[src/rtl/enigma_pkg.sv]
// Shared Enigma datapath types and ASCII-to-letter conversion.
// ASCII_LOWERCASE_FOLD_EN: when defined, lower-case ASCII is folded to upper case.
package enigma_pkg;

    typedef enum logic [4:0] {
        LET_A, LET_B, LET_C, LET_D, LET_E, LET_F, LET_G, LET_H, LET_I,
        LET_J, LET_K, LET_L, LET_M, LET_N, LET_O, LET_P, LET_Q, LET_R,
        LET_S, LET_T, LET_U, LET_V, LET_W, LET_X, LET_Y, LET_Z
    } letter_t;

    localparam logic [7:0] ASCII_UPPER_A = 8'h41;
    localparam logic [7:0] ASCII_UPPER_Z = 8'h5A;
    localparam logic [7:0] ASCII_LOWER_A = 8'h61;
    localparam logic [7:0] ASCII_LOWER_Z = 8'h7A;

    typedef struct packed {
        logic    valid;
        letter_t letter;
    } ascii_class_t;

    function automatic ascii_class_t ascii_to_letter(input logic [7:0] b);
        ascii_class_t r;
        r.valid  = 1'b0;
        r.letter = LET_A;
        if (b >= ASCII_UPPER_A && b <= ASCII_UPPER_Z) begin
            r.valid  = 1'b1;
            r.letter = letter_t'(5'(b - ASCII_UPPER_A));
        end
`ifdef ASCII_LOWERCASE_FOLD_EN
        else if (b >= ASCII_LOWER_A && b <= ASCII_LOWER_Z) begin
            r.valid  = 1'b1;
            r.letter = letter_t'(5'(b - ASCII_LOWER_A));
        end
`endif
        return r;
    endfunction

endpackage

[src/rtl/letter_fifo.sv]
// Circular-buffer letter FIFO with first-word fall-through head and a separate
// occupancy register; flush empties the buffer and overrides push/pop.
module letter_fifo
    import enigma_pkg::*;
#(
    parameter int unsigned DEPTH = 8
) (
    input  logic                     clk,
    input  logic                     rst,
    input  logic                     flush_i,
    input  logic                     push_i,
    input  letter_t                  push_letter_i,
    input  logic                     pop_i,
    output logic                     full_o,
    output logic                     empty_o,
    output logic [$clog2(DEPTH):0]   occupancy_o,
    output letter_t                  head_o
);

    localparam int unsigned AW = $clog2(DEPTH);
    localparam int unsigned OW = AW + 1;

    letter_t       mem_q [DEPTH];
    logic [AW-1:0] wr_ptr_q, wr_ptr_d;
    logic [AW-1:0] rd_ptr_q, rd_ptr_d;
    logic [OW-1:0] occ_q, occ_d;
    logic          do_push, do_pop;

    assign full_o      = (occ_q == OW'(DEPTH));
    assign empty_o     = (occ_q == '0);
    assign occupancy_o = occ_q;
    assign head_o      = empty_o ? LET_A : mem_q[rd_ptr_q];

    assign do_push = push_i && !full_o && !flush_i;
    assign do_pop  = pop_i && !empty_o && !flush_i;

    always_comb begin
        wr_ptr_d = wr_ptr_q;
        rd_ptr_d = rd_ptr_q;
        occ_d    = occ_q;
        if (flush_i) begin
            wr_ptr_d = '0;
            rd_ptr_d = '0;
            occ_d    = '0;
        end else begin
            // Power-of-two depth lets the pointers wrap by natural overflow.
            if (do_push) wr_ptr_d = wr_ptr_q + AW'(1);
            if (do_pop)  rd_ptr_d = rd_ptr_q + AW'(1);
            case ({do_push, do_pop})
                2'b10:   occ_d = occ_q + OW'(1);
                2'b01:   occ_d = occ_q - OW'(1);
                default: occ_d = occ_q;
            endcase
        end
    end

    always_ff @(posedge clk) begin
        if (rst) begin
            wr_ptr_q <= '0;
            rd_ptr_q <= '0;
            occ_q    <= '0;
        end else begin
            wr_ptr_q <= wr_ptr_d;
            rd_ptr_q <= rd_ptr_d;
            occ_q    <= occ_d;
        end
    end

    always_ff @(posedge clk) begin
        if (do_push) mem_q[wr_ptr_q] <= push_letter_i;
    end

endmodule

[src/rtl/ascii_letter_feeder.sv]
// ASCII byte stream to letter_t feeder: classifies, buffers and counts.
// ASCII_LOWERCASE_FOLD_EN (see enigma_pkg) selects lower-case folding.
module ascii_letter_feeder
    import enigma_pkg::*;
#(
    parameter int unsigned DEPTH = 8,
    parameter int unsigned CW    = 16
) (
    input  logic                   clk,
    input  logic                   rst,
    input  logic [7:0]             in_byte,
    input  logic                   in_valid,
    output logic                   in_ready,
    input  logic                   flush,
    output letter_t                out_letter,
    output logic                   out_valid,
    input  logic                   out_ready,
    output logic [$clog2(DEPTH):0] occupancy,
    output logic [CW-1:0]          letter_count,
    output logic [CW-1:0]          dropped_count
);

    ascii_class_t  cls;
    logic          full, empty;
    logic          accept, push, drop, pop;
    logic [CW-1:0] letter_count_q, letter_count_d;
    logic [CW-1:0] dropped_count_q, dropped_count_d;

    assign cls = ascii_to_letter(in_byte);

    // Readiness ignores out_ready so a same-cycle pop never opens a full FIFO.
    assign in_ready  = !full && !flush;
    assign out_valid = !empty;

    assign accept = in_valid && in_ready;
    assign push   = accept && cls.valid;
    assign drop   = accept && !cls.valid;
    assign pop    = out_valid && out_ready;

    letter_fifo #(
        .DEPTH (DEPTH)
    ) u_fifo (
        .clk           (clk),
        .rst           (rst),
        .flush_i       (flush),
        .push_i        (push),
        .push_letter_i (cls.letter),
        .pop_i         (pop),
        .full_o        (full),
        .empty_o       (empty),
        .occupancy_o   (occupancy),
        .head_o        (out_letter)
    );

    always_comb begin
        letter_count_d  = letter_count_q;
        dropped_count_d = dropped_count_q;
        if (pop && letter_count_q != '1)  letter_count_d  = letter_count_q + CW'(1);
        if (drop && dropped_count_q != '1) dropped_count_d = dropped_count_q + CW'(1);
    end

    always_ff @(posedge clk) begin
        if (rst) begin
            letter_count_q  <= '0;
            dropped_count_q <= '0;
        end else begin
            letter_count_q  <= letter_count_d;
            dropped_count_q <= dropped_count_d;
        end
    end

    assign letter_count  = letter_count_q;
    assign dropped_count = dropped_count_q;

endmodule

[config.mk]
export PLATFORM = sky130hd
export DESIGN_NAME = ascii_letter_feeder
export DESIGN_NICKNAME = d
export VERILOG_FILES = /design/src/rtl/enigma_pkg.sv /design/src/rtl/letter_fifo.sv /design/src/rtl/ascii_letter_feeder.sv
export SDC_FILE = /design/constraint.sdc
export NUM_CORES = 1
export LEC_CHECK = 0
export BUFFER_PORTS_ARGS = -buffer_cell sky130_fd_sc_hd__buf_2
export CAP_MARGIN = 20
export CORE_MARGIN = 10
export CORE_UTILIZATION = 49
export DETAILED_ROUTE_END_ITERATION = 10
export PLACE_DENSITY_LB_ADDON = 0.25
export SLEW_MARGIN = 20
export SYNTH_ARGS = -nofsm -noshare
export SYNTH_HDL_FRONTEND = slang
export SYNTH_SLANG_ARGS = --single-unit
[constraint.sdc]
create_clock -name clk -period 2.5 [get_ports clk]
set_input_delay 0 -clock clk [delete_from_list [all_inputs] [get_ports clk]]
set_output_delay 0 -clock clk [all_outputs]
set_load 0.02 [all_outputs]
==> results.tsv <==
metric	value	unit
reported max-cap violation count	0	
Layout Utilization	59.7	%
ys flop type	dfxtp_1	
Startpoint Class	register	
final critical-path share of the clock period	91.2	%
combinational share of power	3.4	%
mux share of post-synthesis cell area	9.36	%
normalized max-slew margin	35.8	%
worst path required time	2770	ps
Routed Antenna Nets	0	
initial DRC count	98	
CTS buffer count	9	
number of detailed-route iterations in the first pass	4	
Psw	0.000537	W
clock power share	40.2	%
Pint	0.00204	W
worst r2r src	u_fifo.occupancy_o[1]$_SDFFE_PP0P_	
cell depth of the worst flop-to-flop path	10	
Sink Count	85	
total wire length	8530	um
PortBufs	55	
switch share	20.8	%
share of total power in sequential cells	56.4	%
H-tree depth	3	
Tightest Pin Transition	954	ps
Worst Skew	9.32	ps
clock transition at the registers of the reported paths	90	ps
final setup fails	0	
std cell rows	32	
Peak VDD IR	0.296	mV
die width	110	um
RSZ-0062 raised after global routing	no	
status	complete, no violations	
Final Max Slew Viols	0	
final hold vios	0	
synthesized area	3970	sq um
kind of end point of the critical path	register	
Post-synth EDFFs	40	
slowest cell on the critical path	o41ai_2	
vias per std cell	5.57	
CTS tree	yes	
drt drc	0	
postcts setup bufs	0	
cells along the critical path	buf_4, o41ai_2, nor2_1, ha_1, xor2_1, ha_1, a21oi_1, xor2_1, or3_1, a21oi_1	
DPL Wire Length	6280	um
Synth Area in Compound Gates	8.13	%
largest net degree at the start of global routing	32	
Routed WL per cell	16.1	um
total die area	12100	sq um
layout cell share with drive strength beyond 1	26.0	%
adder-cell share of the synthesized area	3.15	%
number of diodes	0	
fin nets	445	
Initial Utilization	50.8	%
chip height	110	um
final worst path period need	2280	ps
CTS Hold Bufs	0	
Clock Latency Late Sink	340	ps
Max stage delay on crit path	350	ps
post-synthesis simple-gate area fraction	18.9	%
CTS Root Cell	clkbuf_8	
Static Leakage	1.76	nW
crit-path max FO	9	
first-pass GRT wire length	13800	um
sequential-to-total area share from yosys stat	53.0	%
Pwr Total	0.00258	W
Critical path destination	u_fifo.occupancy_o[2]$_SDFFE_PP0P_	
Yosys cell types	47	
Syn Inst Count	356	
flops & latches, synth	85	
Synth Area in XOR/XNOR	5.08	%
largest family of logic cells by synthesized area	simple AND/OR/NAND/NOR gates	
fraction of registers with async set/reset	0	%
worst path arrival time	2550	ps
clk buf depth	2	
IO Pins	56	
Synth Warn #	0	
vias in the first global route	2871	
pre-CTS setup slack	83.0	ps
area growth from synthesis to layout	17.4	%
RR Endpoint	u_fifo.occupancy_o[2]$_SDFFE_PP0P_	
GR Util All Layers	14.4	%
hold crit path type	input pin to register	
Worst Setup SP	u_fifo.occupancy_o[1]$_SDFFE_PP0P_	
setup TNS	0	ps
Max Freq	439	MHz
RePlAce Congestion	0.837	
via count	2944	
core area	7810	sq um
syn_nets	379	
R2R Setup Slk	220	ps
grt total ovfl	0	
PwrDens	553	nW/um^2
Crit Path Category	register to register	
syn avg cell area	11.1	sq um
post-cts sizing count	0	
final worst slack	220	ps
initial antenna violation count	0	
## cell usage after synthesis, types with 6 or more instances
master | n | area [sq um]
o21ai_0 | 7 | 35.0
nand3_1 | 12 | 60.1
a21oi_1 | 18 | 90.1
mux4_2 | 10 | 225
nor2_1 | 44 | 165
nor4_1 | 8 | 50.1
edfxtp_1 | 40 | 1200
clkbuf_1 | 13 | 48.8
nand2_1 | 17 | 63.8
nor2b_1 | 6 | 37.5
o31ai_1 | 7 | 52.6
or3_1 | 7 | 43.8
nor3_1 | 12 | 60.1
nand4_1 | 8 | 50.1
dfxtp_1 | 45 | 901
mux2i_1 | 9 | 90.1
or4_1 | 8 | 60.1
xor2_1 | 13 | 114
ha_1 | 10 | 125
xnor2_1 | 10 | 87.6
## critical path, delay by kind of cell (launching register included)
family,cells,cell delay (ps)
buffers and inverters,1,160
adder cells (fa/ha/maj),2,420
AO/OA/AOI/OAI,3,630
XOR/XNOR,2,240
AND/OR/NAND/NOR,2,440
flip-flops,1,320
## logic make-up after synthesis
group	Yosys count
simple gates	144
flops	85
compound gates	48
mux	24
xor+xnor	23
buf+inv	22
fa+ha+maj	10
## layer usage
layer,global-route usage (%),wire length (um),vias up
met5,0,0,-
met4,3.62,24,0
met3,4.29,403,2
met2,24.8,4430,52
met1,17.3,3670,1429
li1,-,-,1461
## flip-flops by register name, summed over array words and instances, names as in the netlist, named ones only
signal / count
u_fifo.rd_ptr_q: 3
letter_count: 16
u_fifo.wr_ptr_q: 3
u_fifo.mem_q: 40
dropped_count: 16
u_fifo.occupancy_o: 4
## final cells by class
| type | count | area, sq um |
|---|---|---|
| tap | 102 | 128 |
| clock buffer | 9 | 124 |
| timing repair buffer | 73 | 410 |
| fill | 686 | 3150 |
| multi-input combinational | 249 | 1790 |
| sequential | 85 | 2100 |
| inverter | 4 | 15.0 |
| clock inverter | 7 | 90.1 |
## cells in the final DEF (no fill, tap or decap), types with 5 or more instances in the layout
| cell type | instances |
|---|---|
| buf_2 | 55 |
| dfxtp_1 | 45 |
| nor2_1 | 44 |
| edfxtp_1 | 40 |
| buf_4 | 18 |
| nand2_1 | 17 |
| a21oi_1 | 17 |
| xor2_1 | 13 |
| nor3_1 | 12 |
| nand3_1 | 11 |
| mux4_2 | 10 |
| xnor2_1 | 10 |
| ha_1 | 10 |
| mux2i_1 | 9 |
| clkbuf_8 | 9 |
| nor4_1 | 8 |
| nand4_1 | 8 |
| or4_1 | 8 |
| o21ai_0 | 7 |
| or3_1 | 7 |
| o31ai_1 | 7 |
| nor2b_1 | 6 |
| o211ai_1 | 5 |
| and3_1 | 5 |
| mux2_2 | 5 |
## stage by stage
stage	std cells	cell area [sq um]	hold slack, ps
floorplan	356	3990	76.9
global placement	513	4440	301
detailed placement	513	4440	294
CTS	529	4660	89.7
global route	529	4660	89.6
finish	529	4660	99.8
## power by group through the flow
stage,registers [W],clock network [W],logic [W]
6_report,0.00145,0.00103,0.0000877
5_1_grt,0.00146,0.00112,0.0000972
4_1_cts,0.00145,0.00106,0.0000888
3_5_place_dp,0.00149,0,0.0000886
3_3_place_gp,0.00149,0,0.0000860
2_1_floorplan,0.00149,0,0.0000535
## worst min path at each step
| stage | startpoint | cells past startpoint | endpoint |
|---|---|---|---|
| final | in_byte[0] | 2 | u_fifo.mem_q[3][0]$_DFFE_PP_ |
| after CTS | in_byte[0] | 2 | u_fifo.mem_q[3][0]$_DFFE_PP_ |
| after detailed placement | flush | 3 | in_ready |
| after global placement | flush | 3 | in_ready |
| after floorplan | flush | 1 | in_ready |
| after global routing | in_byte[0] | 2 | u_fifo.mem_q[2][0]$_DFFE_PP_ |
Note: power is estimated with default switching activity, not from simulation.
